`src/rtl/sram_arb_pkg.sv`:
```
// Shared state encoding and default sizing for the SRAM arbiter.
package sram_arb_pkg;

  localparam int DEF_ADDR_W        = 20;
  localparam int DEF_DATA_W        = 16;
  localparam int DEF_ACCESS_CYCLES = 2;
  localparam int DEF_STARVE_LIMIT  = 4;

  typedef enum logic [1:0] {
    ST_IDLE,
    ST_READ,
    ST_WRITE,
    ST_RECOVER
  } state_t;

endpackage

```
`src/rtl/sram_arbiter_if.sv`:
```
// Requester and SRAM bus bundle for the arbiter; slave is the arbiter side.
interface sram_arbiter_if
  import sram_arb_pkg::*;
#(
  parameter int ADDR_W = DEF_ADDR_W,
  parameter int DATA_W = DEF_DATA_W
);

  logic              rd_req;
  logic [ADDR_W-1:0] rd_addr;
  logic [DATA_W-1:0] rd_data;
  logic              rd_ack;
  logic              wr_req;
  logic [ADDR_W-1:0] wr_addr;
  logic [DATA_W-1:0] wr_data;
  logic              wr_ack;
  logic [ADDR_W-1:0] sram_addr;
  logic [DATA_W-1:0] sram_wdata;
  logic [DATA_W-1:0] sram_rdata;
  logic              sram_ce_n;
  logic              sram_oe_n;
  logic              sram_we_n;
  logic              busy;

  modport slave (
    input  rd_req, rd_addr, wr_req, wr_addr, wr_data, sram_rdata,
    output rd_data, rd_ack, wr_ack, sram_addr, sram_wdata,
           sram_ce_n, sram_oe_n, sram_we_n, busy
  );

  modport master (
    output rd_req, rd_addr, wr_req, wr_addr, wr_data, sram_rdata,
    input  rd_data, rd_ack, wr_ack, sram_addr, sram_wdata,
           sram_ce_n, sram_oe_n, sram_we_n, busy
  );

endinterface

```
`src/rtl/sram_access_timer.sv`:
```
// 4-bit down counter timing one SRAM strobe window; done marks its final cycle.
module sram_access_timer #(
  parameter int CYCLES = 2
) (
  input  logic clk,
  input  logic n_rst,
  input  logic load_i,
  output logic done_o
);

  localparam logic [3:0] LOAD_VAL = 4'(CYCLES);

  logic [3:0] cnt_q, cnt_d;

  always_comb begin
    cnt_d = cnt_q;
    if (load_i) begin
      cnt_d = LOAD_VAL;
    end else if (cnt_q != 4'd0) begin
      cnt_d = cnt_q - 4'd1;
    end
  end

  always_ff @(posedge clk or negedge n_rst) begin
    if (!n_rst) begin
      cnt_q <= 4'd0;
    end else begin
      cnt_q <= cnt_d;
    end
  end

  assign done_o = (cnt_q == 4'd1);

endmodule

```
`src/rtl/sram_arbiter.sv`:
```
// Two-requester SRAM arbiter (display fetch vs frame writer), read priority.
// Define WR_STARVE_GUARD_EN to force a pending write after STARVE_LIMIT read grants.
module sram_arbiter
  import sram_arb_pkg::*;
#(
  parameter int ADDR_W        = DEF_ADDR_W,
  parameter int DATA_W        = DEF_DATA_W,
  parameter int ACCESS_CYCLES = DEF_ACCESS_CYCLES
`ifdef WR_STARVE_GUARD_EN
  ,
  parameter int STARVE_LIMIT  = DEF_STARVE_LIMIT
`endif
) (
  input  logic          clk,
  input  logic          n_rst,
  sram_arbiter_if.slave bus
);

  state_t            state_q, state_d;
  logic              is_wr_q, is_wr_d;
  logic [ADDR_W-1:0] addr_q, addr_d;
  logic [DATA_W-1:0] wdata_q, wdata_d;
  logic [DATA_W-1:0] rdata_q, rdata_d;
  logic              ce_n_q, ce_n_d;
  logic              oe_n_q, oe_n_d;
  logic              we_n_q, we_n_d;
  logic              rd_ack_q, rd_ack_d;
  logic              wr_ack_q, wr_ack_d;
  logic              grant_rd, grant_wr;
  logic              force_wr;
  logic              timer_done;

  sram_access_timer #(
    .CYCLES (ACCESS_CYCLES)
  ) u_timer (
    .clk    (clk),
    .n_rst  (n_rst),
    .load_i (grant_rd | grant_wr),
    .done_o (timer_done)
  );

`ifdef WR_STARVE_GUARD_EN
  localparam int STARVE_W = $clog2(STARVE_LIMIT + 1);

  logic [STARVE_W-1:0] starve_q, starve_d;

  // Only reads that overtook a waiting write count toward starvation.
  always_comb begin
    starve_d = starve_q;
    if (grant_wr) begin
      starve_d = '0;
    end else if (grant_rd && bus.wr_req) begin
      starve_d = starve_q + STARVE_W'(1);
    end
  end

  always_ff @(posedge clk or negedge n_rst) begin
    if (!n_rst) begin
      starve_q <= '0;
    end else begin
      starve_q <= starve_d;
    end
  end

  assign force_wr = (starve_q == STARVE_W'(STARVE_LIMIT));
`else
  assign force_wr = 1'b0;
`endif

  always_comb begin
    state_d  = state_q;
    is_wr_d  = is_wr_q;
    addr_d   = addr_q;
    wdata_d  = wdata_q;
    rdata_d  = rdata_q;
    grant_rd = 1'b0;
    grant_wr = 1'b0;

    case (state_q)
      ST_IDLE: begin
        if (bus.rd_req && !(force_wr && bus.wr_req)) begin
          grant_rd = 1'b1;
        end else if (bus.wr_req) begin
          grant_wr = 1'b1;
        end
      end
      ST_READ: begin
        if (timer_done) begin
          state_d = ST_RECOVER;
          rdata_d = bus.sram_rdata;
        end
      end
      ST_WRITE: begin
        if (timer_done) begin
          state_d = ST_RECOVER;
        end
      end
      ST_RECOVER: state_d = ST_IDLE;
      default:    state_d = ST_IDLE;
    endcase

    if (grant_rd) begin
      state_d = ST_READ;
      is_wr_d = 1'b0;
      addr_d  = bus.rd_addr;
    end
    if (grant_wr) begin
      state_d = ST_WRITE;
      is_wr_d = 1'b1;
      addr_d  = bus.wr_addr;
      wdata_d = bus.wr_data;
    end

    // Strobes and acks are decoded from the next state so they leave flops.
    ce_n_d   = !((state_d == ST_READ) || (state_d == ST_WRITE));
    oe_n_d   = (state_d != ST_READ);
    we_n_d   = (state_d != ST_WRITE);
    rd_ack_d = (state_d == ST_RECOVER) && !is_wr_q;
    wr_ack_d = (state_d == ST_RECOVER) && is_wr_q;
  end

  always_ff @(posedge clk or negedge n_rst) begin
    if (!n_rst) begin
      state_q  <= ST_IDLE;
      is_wr_q  <= 1'b0;
      addr_q   <= '0;
      wdata_q  <= '0;
      rdata_q  <= '0;
      ce_n_q   <= 1'b1;
      oe_n_q   <= 1'b1;
      we_n_q   <= 1'b1;
      rd_ack_q <= 1'b0;
      wr_ack_q <= 1'b0;
    end else begin
      state_q  <= state_d;
      is_wr_q  <= is_wr_d;
      addr_q   <= addr_d;
      wdata_q  <= wdata_d;
      rdata_q  <= rdata_d;
      ce_n_q   <= ce_n_d;
      oe_n_q   <= oe_n_d;
      we_n_q   <= we_n_d;
      rd_ack_q <= rd_ack_d;
      wr_ack_q <= wr_ack_d;
    end
  end

  assign bus.rd_data    = rdata_q;
  assign bus.rd_ack     = rd_ack_q;
  assign bus.wr_ack     = wr_ack_q;
  assign bus.sram_addr  = addr_q;
  assign bus.sram_wdata = wdata_q;
  assign bus.sram_ce_n  = ce_n_q;
  assign bus.sram_oe_n  = oe_n_q;
  assign bus.sram_we_n  = we_n_q;
  assign bus.busy       = (state_q != ST_IDLE);

endmodule

```
`src/flat_wrapper.sv`:
```
// flat-port wrapper written by rule: the top's interface ports become plain ports
module sram_arbiter_flat import sram_arb_pkg::*;
#(
  parameter int ADDR_W        = DEF_ADDR_W,
  parameter int DATA_W        = DEF_DATA_W,
  parameter int ACCESS_CYCLES = DEF_ACCESS_CYCLES

)
  (clk, n_rst, bus_rd_req, bus_rd_addr, bus_wr_req, bus_wr_addr, bus_wr_data, bus_sram_rdata, bus_rd_data, bus_rd_ack, bus_wr_ack, bus_sram_addr, bus_sram_wdata, bus_sram_ce_n, bus_sram_oe_n, bus_sram_we_n, bus_busy);
  sram_arbiter_if #(.ADDR_W(ADDR_W), .DATA_W(DATA_W)) bus_i ();
  input  logic clk;
  input  logic n_rst;
  input wire logic [$bits(bus_i.rd_req)-1:0] bus_rd_req;
  input wire logic [$bits(bus_i.rd_addr)-1:0] bus_rd_addr;
  input wire logic [$bits(bus_i.wr_req)-1:0] bus_wr_req;
  input wire logic [$bits(bus_i.wr_addr)-1:0] bus_wr_addr;
  input wire logic [$bits(bus_i.wr_data)-1:0] bus_wr_data;
  input wire logic [$bits(bus_i.sram_rdata)-1:0] bus_sram_rdata;
  output wire logic [$bits(bus_i.rd_data)-1:0] bus_rd_data;
  output wire logic [$bits(bus_i.rd_ack)-1:0] bus_rd_ack;
  output wire logic [$bits(bus_i.wr_ack)-1:0] bus_wr_ack;
  output wire logic [$bits(bus_i.sram_addr)-1:0] bus_sram_addr;
  output wire logic [$bits(bus_i.sram_wdata)-1:0] bus_sram_wdata;
  output wire logic [$bits(bus_i.sram_ce_n)-1:0] bus_sram_ce_n;
  output wire logic [$bits(bus_i.sram_oe_n)-1:0] bus_sram_oe_n;
  output wire logic [$bits(bus_i.sram_we_n)-1:0] bus_sram_we_n;
  output wire logic [$bits(bus_i.busy)-1:0] bus_busy;
  assign bus_i.rd_req = bus_rd_req;
  assign bus_i.rd_addr = bus_rd_addr;
  assign bus_i.wr_req = bus_wr_req;
  assign bus_i.wr_addr = bus_wr_addr;
  assign bus_i.wr_data = bus_wr_data;
  assign bus_i.sram_rdata = bus_sram_rdata;
  assign bus_rd_data = bus_i.rd_data;
  assign bus_rd_ack = bus_i.rd_ack;
  assign bus_wr_ack = bus_i.wr_ack;
  assign bus_sram_addr = bus_i.sram_addr;
  assign bus_sram_wdata = bus_i.sram_wdata;
  assign bus_sram_ce_n = bus_i.sram_ce_n;
  assign bus_sram_oe_n = bus_i.sram_oe_n;
  assign bus_sram_we_n = bus_i.sram_we_n;
  assign bus_busy = bus_i.busy;
  sram_arbiter #(.ADDR_W(ADDR_W), .DATA_W(DATA_W), .ACCESS_CYCLES(ACCESS_CYCLES)) u_core (.clk(clk), .n_rst(n_rst), .bus(bus_i));
endmodule
```
`config.mk`:
```
export PLATFORM = sky130hd
export DESIGN_NAME = sram_arbiter_flat
export DESIGN_NICKNAME = d
export VERILOG_FILES = /design/src/rtl/sram_arb_pkg.sv /design/src/rtl/sram_arbiter_if.sv /design/src/rtl/sram_access_timer.sv /design/src/rtl/sram_arbiter.sv /design/src/flat_wrapper.sv
export SDC_FILE = /design/constraint.sdc
export NUM_CORES = 1
export LEC_CHECK = 0
export BUFFER_PORTS_ARGS = -buffer_cell sky130_fd_sc_hd__buf_4
export CORE_ASPECT_RATIO = 0.8
export CORE_UTILIZATION = 34
export CTS_BUF_LIST = sky130_fd_sc_hd__clkbuf_16
export DETAILED_ROUTE_END_ITERATION = 6
export PLACE_DENSITY = 0.72
export SETUP_SLACK_MARGIN = 0.02
export SLEW_MARGIN = 40
export SYNTH_ARGS = -nofsm -noshare
export SYNTH_HDL_FRONTEND = slang
export SYNTH_SLANG_ARGS = --single-unit
```
`constraint.sdc`:
```
create_clock -name clk -period 2.7 [get_ports clk]
set_clock_uncertainty 0.1 [all_clocks]
set_input_delay 0.54 -clock clk [delete_from_list [all_inputs] [get_ports clk]]
set_output_delay 0.54 -clock clk [all_outputs]
set_load 0.02 [all_outputs]
```
==> impl_metrics.json, run 1 <==
{
  "grt_pass1_wl_mm": 10.60,
  "yosysSeqAreaShare": 0.5564,
  "syn_nets": 322,
  "syn_to_final_growth_pct": 48.35,
  "cts_root_buf": "clkbuf_16",
  "post_cts_buffers": 0,
  "ctsResizeCount": 0,
  "synth.area.top_cells": "dfrtp_1 (53%), mux2_2 (9.0%), nand3b_1 (5.2%)",
  "dpl_cell_area_um2": 3964,
  "r2r-end": "u_core.bus.rd_ack$_DFF_PN0_",
  "clock_latency_ns": 0.32,
  "crit_arrival_ns": 1.67,
  "yosys.area.top_type_share": 0.5291,
  "drive_above_1_share": 0.5040,
  "cts_tree": "built",
  "grt_pass1_vias": 2320,
  "synth_largest_area_cell": "dfrtp_1",
  "cts_sinks": 64,
  "crit_required_ns": 2.06,
  "antenna_found_initial": 0,
  "r2r_cells": 7,
  "clk_path_buf_depth": 2,
  "drt_drc_violations_left": 0,
  "switching_power_mw": 1.980,
  "power.share.sequential": 0.324,
  "ios": 134,
  "routabilityCongestion": 0.7399,
  "rr_startpoint": "u_core.state_q[0]$_DFF_PN0_",
  "grt_start_max_net_pins": 65,
  "status": "finished clean",
  "max_cap_violations": 0,
  "dp.cells": 467,
  "timing.hold.ws_ns": 0.09332,
  "slew_viol_final": 0,
  "synthCells": 238,
  "start_util": 0.3566,
  "yosysUniqueCellTypes": 32,
  "fp.dieW_um": 105.0,
  "power.share.combinational": 0.456,
  "via_per_inst": 4.853,
  "end_kind": "primary output",
  "r2r_slack_ns": 0.61,
  "cts_hold_buf": 0,
  "period_share": 0.8560,
  "row_count": 29,
  "grt_overflow": 0,
  "nNetsFinal": 454,
  "synth_area_per_cell_um2": 12.12,
  "routedWlPerCell_um": 13.47,
  "first_pass_iters": 4,
  "max-slew-margin-rel": 0.4907,
  "num_antenna_cells": 0,
  "finalCriticalPeriod_ns": 2.311,
  "clock_power_share": 0.220,
  "via_count": 2344,
  "dpl.hpwl_mm": 4.632,
  "core_area_um2": 8092,
  "endpoint": "bus_busy",
  "dieArea_um2": 8861,
  "power.internal_mw": 3.411,
  "yosysWarnings": 0,
  "vdd_drop_max_uv": 541.2,
  "rsz0062_at_grt": "no",
  "finalHoldViolCount": 0,
  "dp_slack_ns": 0.5838,
  "final_cells": 483,
  "fmax_mhz": 432.7,
  "die_h_um": 84.40,
  "switching_share": 0.3673,
  "port-buffer-count": 133,
  "crit_path_start": "u_core.state_q[0]$_DFF_PN0_",
  "routed_wl_mm": 6.507,
  "clk_pin_slew_ns": 0.05,
  "cellPowerDensity_nw_per_um2": 1260,
  "total_power_mw": 5.391,
  "tightest_slew_ns": 0.7614,
  "setup-violations-final": 0,
  "crit_path_start_kind": "flop",
  "cts_buffers": 9,
  "drtAntennaViolNets": 0,
  "htree_levels": 3,
  "grt_usage": 0.1531,
  "crit_fanout": 41,
  "final_core_util": 0.5290,
  "p_leak_nw": 2.019,
  "fin_area_um2": 4280,
  "tns_ns": 0,
  "drt-initial-drc-count": 51,
  "synth_area_um2": 2885,
  "worst_slack_ns": 0.3887,
  "critical_path_class": "reg -> out",
  "min_path_type": "in -> async",
  "synth-seq-cells": 64
}
layer usage:
layer | global-route usage | up-vias | part of all wire
met5 | 0 | - | 0
met4 | 0.06146 | 0 | 0.010
met3 | 0.04736 | 7 | 0.061
met2 | 0.2655 | 80 | 0.50
met1 | 0.1775 | 1134 | 0.42
li1 | - | 1123 | -
cell families (layout without fill, tap and decap cells):
kind of cell,after synthesis,in the layout,synth area share
xor gates and xnor gates,1,1,0.003036
buffers and inverters,23,160,0.03730
and+or+nand+nor,41,41,0.09541
muxes,35,35,0.1461
DFF,64,64,0.5564
adders and majority gates,8,8,0.03469
AOI/OAI and AO/OA,66,66,0.1271
power by group through the flow:
stage | Clock (mW) | Sequential, mW | Combinational [mW]
5_1_grt | 1.27 | 1.81 | 2.66
3_3_place_gp | 0 | 1.75 | 2.43
3_5_place_dp | 0 | 1.75 | 2.49
4_1_cts | 1.23 | 1.75 | 2.49
6_report | 1.19 | 1.75 | 2.46
2_1_floorplan | 0 | 2.23 | 1.01
final cells by class:
type | instances | area, um2
fill | 732 | 3811
sequential | 64 | 1605
multi-input combinational | 151 | 1172
timing repair buffer | 136 | 1025
clock buffer | 9 | 225.2
tap | 108 | 135.1
clock inverter | 7 | 87.58
inverter | 8 | 30.03
Yosys cell counts, drive strengths merged:
cell type	instances
buf	7
or2	1
nor2b	1
dfrtp	61
and2	2
nor4b	1
inv	8
mux2	33
a21oi	20
nor3b	1
ha	8
o22ai	20
clkbuf	8
o31ai	1
xnor2	1
dfstp	3
o21a	2
nor3	2
nor2	9
nand3b	20
o21ai	22
mux2i	2
nand2	4
o31a	1
sequential cells by signal, summed over array words and instances (netlist names), 2 cells and up:
name	count
u_core.bus.sram_wdata	16
u_core.u_timer.cnt_q	4
u_core.bus.sram_addr	20
u_core.state_q	2
u_core.bus.rd_data	16
critical path, stage by stage, from the launching register on:
cell and delay, ns:
dfrtp_1 0.40, inv_1 0.09, ha_1 0.19, buf_4 0.37, inv_1 0.12, buf_4 0.18
worst min-delay path by stage:
| stage | start | to | slack (ns) |
|---|---|---|---|
| final | n_rst | u_core.bus.sram_addr[4]$_DFFE_PN0N_ | 0.09 |
| after global routing | n_rst | u_core.bus.sram_addr[4]$_DFFE_PN0N_ | 0.14 |
| after CTS | n_rst | u_core.bus.sram_addr[10]$_DFFE_PN0N_ | 0.23 |
| after detailed placement | u_core.is_wr_q$_DFFE_PN0N_ | u_core.bus.rd_ack$_DFF_PN0_ | 0.36 |
| after global placement | u_core.is_wr_q$_DFFE_PN0N_ | u_core.bus.rd_ack$_DFF_PN0_ | 0.35 |
| after floorplan | n_rst | u_core.bus.rd_ack$_DFF_PN0_ | 0.14 |
layout by cell type, fill, tap and decap left out, types with 3 or more instances in the layout:
cell type and instances:
mux2_2 23, o21ai_0 22, nand2_1 3, dfrtp_1 61
clkbuf_16 9, dfstp_2 3, inv_1 9, buf_4 135
a21oi_1 20, o22ai_1 20, ha_1 8, mux2_4 8
nor2_1 9, nand3b_1 20
(Power assumes the default switching activity.)
==> inputs of run 2 (changes only) <==
==> constraint.sdc (replaced) <==
create_clock -name clk -period 2.7 [get_ports clk]
set_clock_uncertainty 0.1 [all_clocks]
set_input_delay 0.54 -clock clk [delete_from_list [all_inputs] [get_ports clk]]
set_output_delay 0.54 -clock clk [all_outputs]
set_load 0.05 [all_outputs]
==> run 2 against run 1 <==
  * Total power up 17%
  * Sequential share of layout area rose by 0.28 points
  * Cell count is the same
  * Worst setup slack improved by 0.0042 ns
  * Critical endpoint unchanged
  * Largest power group unchanged
  * Highest routed layer unchanged
==> impl_metrics.json, run 2 (synthesis results as in run 1) <==
{
  "max_cap_violations": 0,
  "final_common_cell": "buf_4",
  "dieArea_um2": 8861,
  "routabilityCongestion": 0.7561,
  "switching_power_mw": 2.963,
  "setup-violations-final": 0,
  "cellPowerDensity_nw_per_um2": 1481,
  "clock_latency_ns": 0.32,
  "final_cells": 483,
  "die_h_um": 84.40,
  "cts_root_buf": "clkbuf_16",
  "final_cell_mix": "buf_4 (135), dfrtp_1 (61), mux2_2 (23), o21ai_0 (22)",
  "core_area_um2": 8092,
  "multi_input_area_um2": 1172,
  "finalHoldViolCount": 0,
  "fp.dieW_um": 105.0,
  "cts_buffers": 9,
  "switching_share": 0.4709,
  "status": "finished clean",
  "seq_area_um2": 1605,
  "cp_slowest_cell": "dfrtp_1",
  "drt-initial-drc-count": 43,
  "nNetsFinal": 454,
  "slew_viol_final": 0,
  "grt_start_max_net_pins": 65,
  "first_pass_iters": 4,
  "crit_arrival_ns": 1.67,
  "r2r_slack_ns": 0.63,
  "grt_pass1_wl_mm": 10.97,
  "crit_fanout": 41,
  "num_antenna_cells": 0,
  "cts_sinks": 64,
  "grt_overflow": 0,
  "port-buffer-count": 133,
  "drive_above_1_share": 0.5013,
  "finalCriticalPeriod_ns": 2.307,
  "antenna_found_initial": 0,
  "worstPathCellList": "inv_1 > ha_1 > buf_4 > inv_1 > buf_4",
  "post_cts_buffers": 0,
  "largest_reg_flops": 20,
  "grt_usage": 0.1571,
  "crit_path_start_kind": "flop",
  "dp.cells": 467,
  "start_util": 0.3566,
  "grt_pass1_vias": 2336,
  "r2r_cells": 7,
  "vdd_drop_max_uv": 874.5,
  "p_leak_nw": 2.021,
  "via_per_inst": 4.851,
  "clk_pin_slew_ns": 0.05,
  "max-slew-margin-rel": 0.4975,
  "dpl_cell_area_um2": 3964,
  "rsz0062_at_grt": "no",
  "end_kind": "primary output",
  "crit_path_start": "u_core.state_q[0]$_DFF_PN0_",
  "r2r-end": "u_core.bus.rd_ack$_DFF_PN0_",
  "fmax_mhz": 433.4,
  "power.share.sequential": 0.277,
  "cts_tree": "built",
  "syn_to_final_growth_pct": 47.27,
  "tns_ns": 0,
  "cts_hold_buf": 0,
  "tightest_slew_ns": 0.7514,
  "fin_area_um2": 4249,
  "power.share.combinational": 0.552,
  "clk_path_buf_depth": 2,
  "endpoint": "bus_busy",
  "critPathMaxStageDelay_ns": 0.39,
  "crit_required_ns": 2.06,
  "min_path_type": "in -> async",
  "routedWlPerCell_um": 13.80,
  "ctsResizeCount": 0,
  "period_share": 0.8545,
  "critical_path_class": "reg -> out",
  "drtAntennaViolNets": 0,
  "clock_power_share": 0.171,
  "drt_drc_violations_left": 0,
  "row_count": 29,
  "dpl.hpwl_mm": 4.694,
  "rr_startpoint": "u_core.state_q[0]$_DFF_PN0_",
  "routed_wl_mm": 6.667,
  "htree_levels": 3,
  "ios": 134,
  "via_count": 2343,
  "power.internal_mw": 3.330,
  "fillCellCount": 715
}
==> run 2: worst min path at each step <==
stage | cells past startpoint | endpoint | start | slack, ns
floorplan | 0 | u_core.bus.rd_ack$_DFF_PN0_ | n_rst | 0.14
global placement | 1 | u_core.bus.rd_ack$_DFF_PN0_ | u_core.is_wr_q$_DFFE_PN0N_ | 0.35
detailed placement | 1 | u_core.bus.rd_ack$_DFF_PN0_ | u_core.is_wr_q$_DFFE_PN0N_ | 0.35
CTS | 1 | u_core.bus.sram_addr[10]$_DFFE_PN0N_ | n_rst | 0.24
global route | 1 | u_core.bus.sram_addr[4]$_DFFE_PN0N_ | n_rst | 0.14
finish | 1 | u_core.bus.sram_addr[10]$_DFFE_PN0N_ | n_rst | 0.09
==> run 2: worst max-delay path, delay by kind of cell (launching register included) <==
family | cells | cell delay, ns
fa+ha+maj | 1 | 0.19
buf+inv | 4 | 0.76
flops | 1 | 0.39
==> run 2: area by class of cell <==
class,instances,area share
Timing Repair Buffer,136,0.2412
Inverter,8,0.007067
Clock buffer,9,0.05300
Sequential cell,64,0.3778
Multi-Input combinational cell,151,0.2759
Tap cell,108,0.03180
Clock inverter,7,0.01325
==> run 2: per-layer routing <==
metal | vias up | GRT usage | part of all wire
met5 | - | 0 | 0
met4 | 0 | 0.06658 | 0.014
met3 | 9 | 0.03960 | 0.051
met2 | 75 | 0.2709 | 0.51
met1 | 1139 | 0.1877 | 0.43
li1 | 1120 | - | -
==> run 2: power by group through the flow <==
stage | combinational [mW] | clock [mW] | sequential (mW)
4_1_cts | 3.50 | 1.11 | 1.75
5_1_grt | 3.68 | 1.15 | 1.81
3_3_place_gp | 3.43 | 0 | 1.75
2_1_floorplan | 1.03 | 0 | 3.18
6_report | 3.47 | 1.07 | 1.75
3_5_place_dp | 3.50 | 0 | 1.76
==> run 2: metrics by stage <==
step	setup WS [ns]	util	hold WS (ns)	power (mW)
floorplan	0.7877	-	0.1444	4.211
CTS	0.3725	0.5247	0.2358	6.369
global route	0.2700	0.5251	0.1444	6.647
finish	0.3929	0.5251	0.08545	6.293
global placement	0.6518	0.4899	0.3516	5.176
detailed placement	0.5808	0.4899	0.3509	5.255
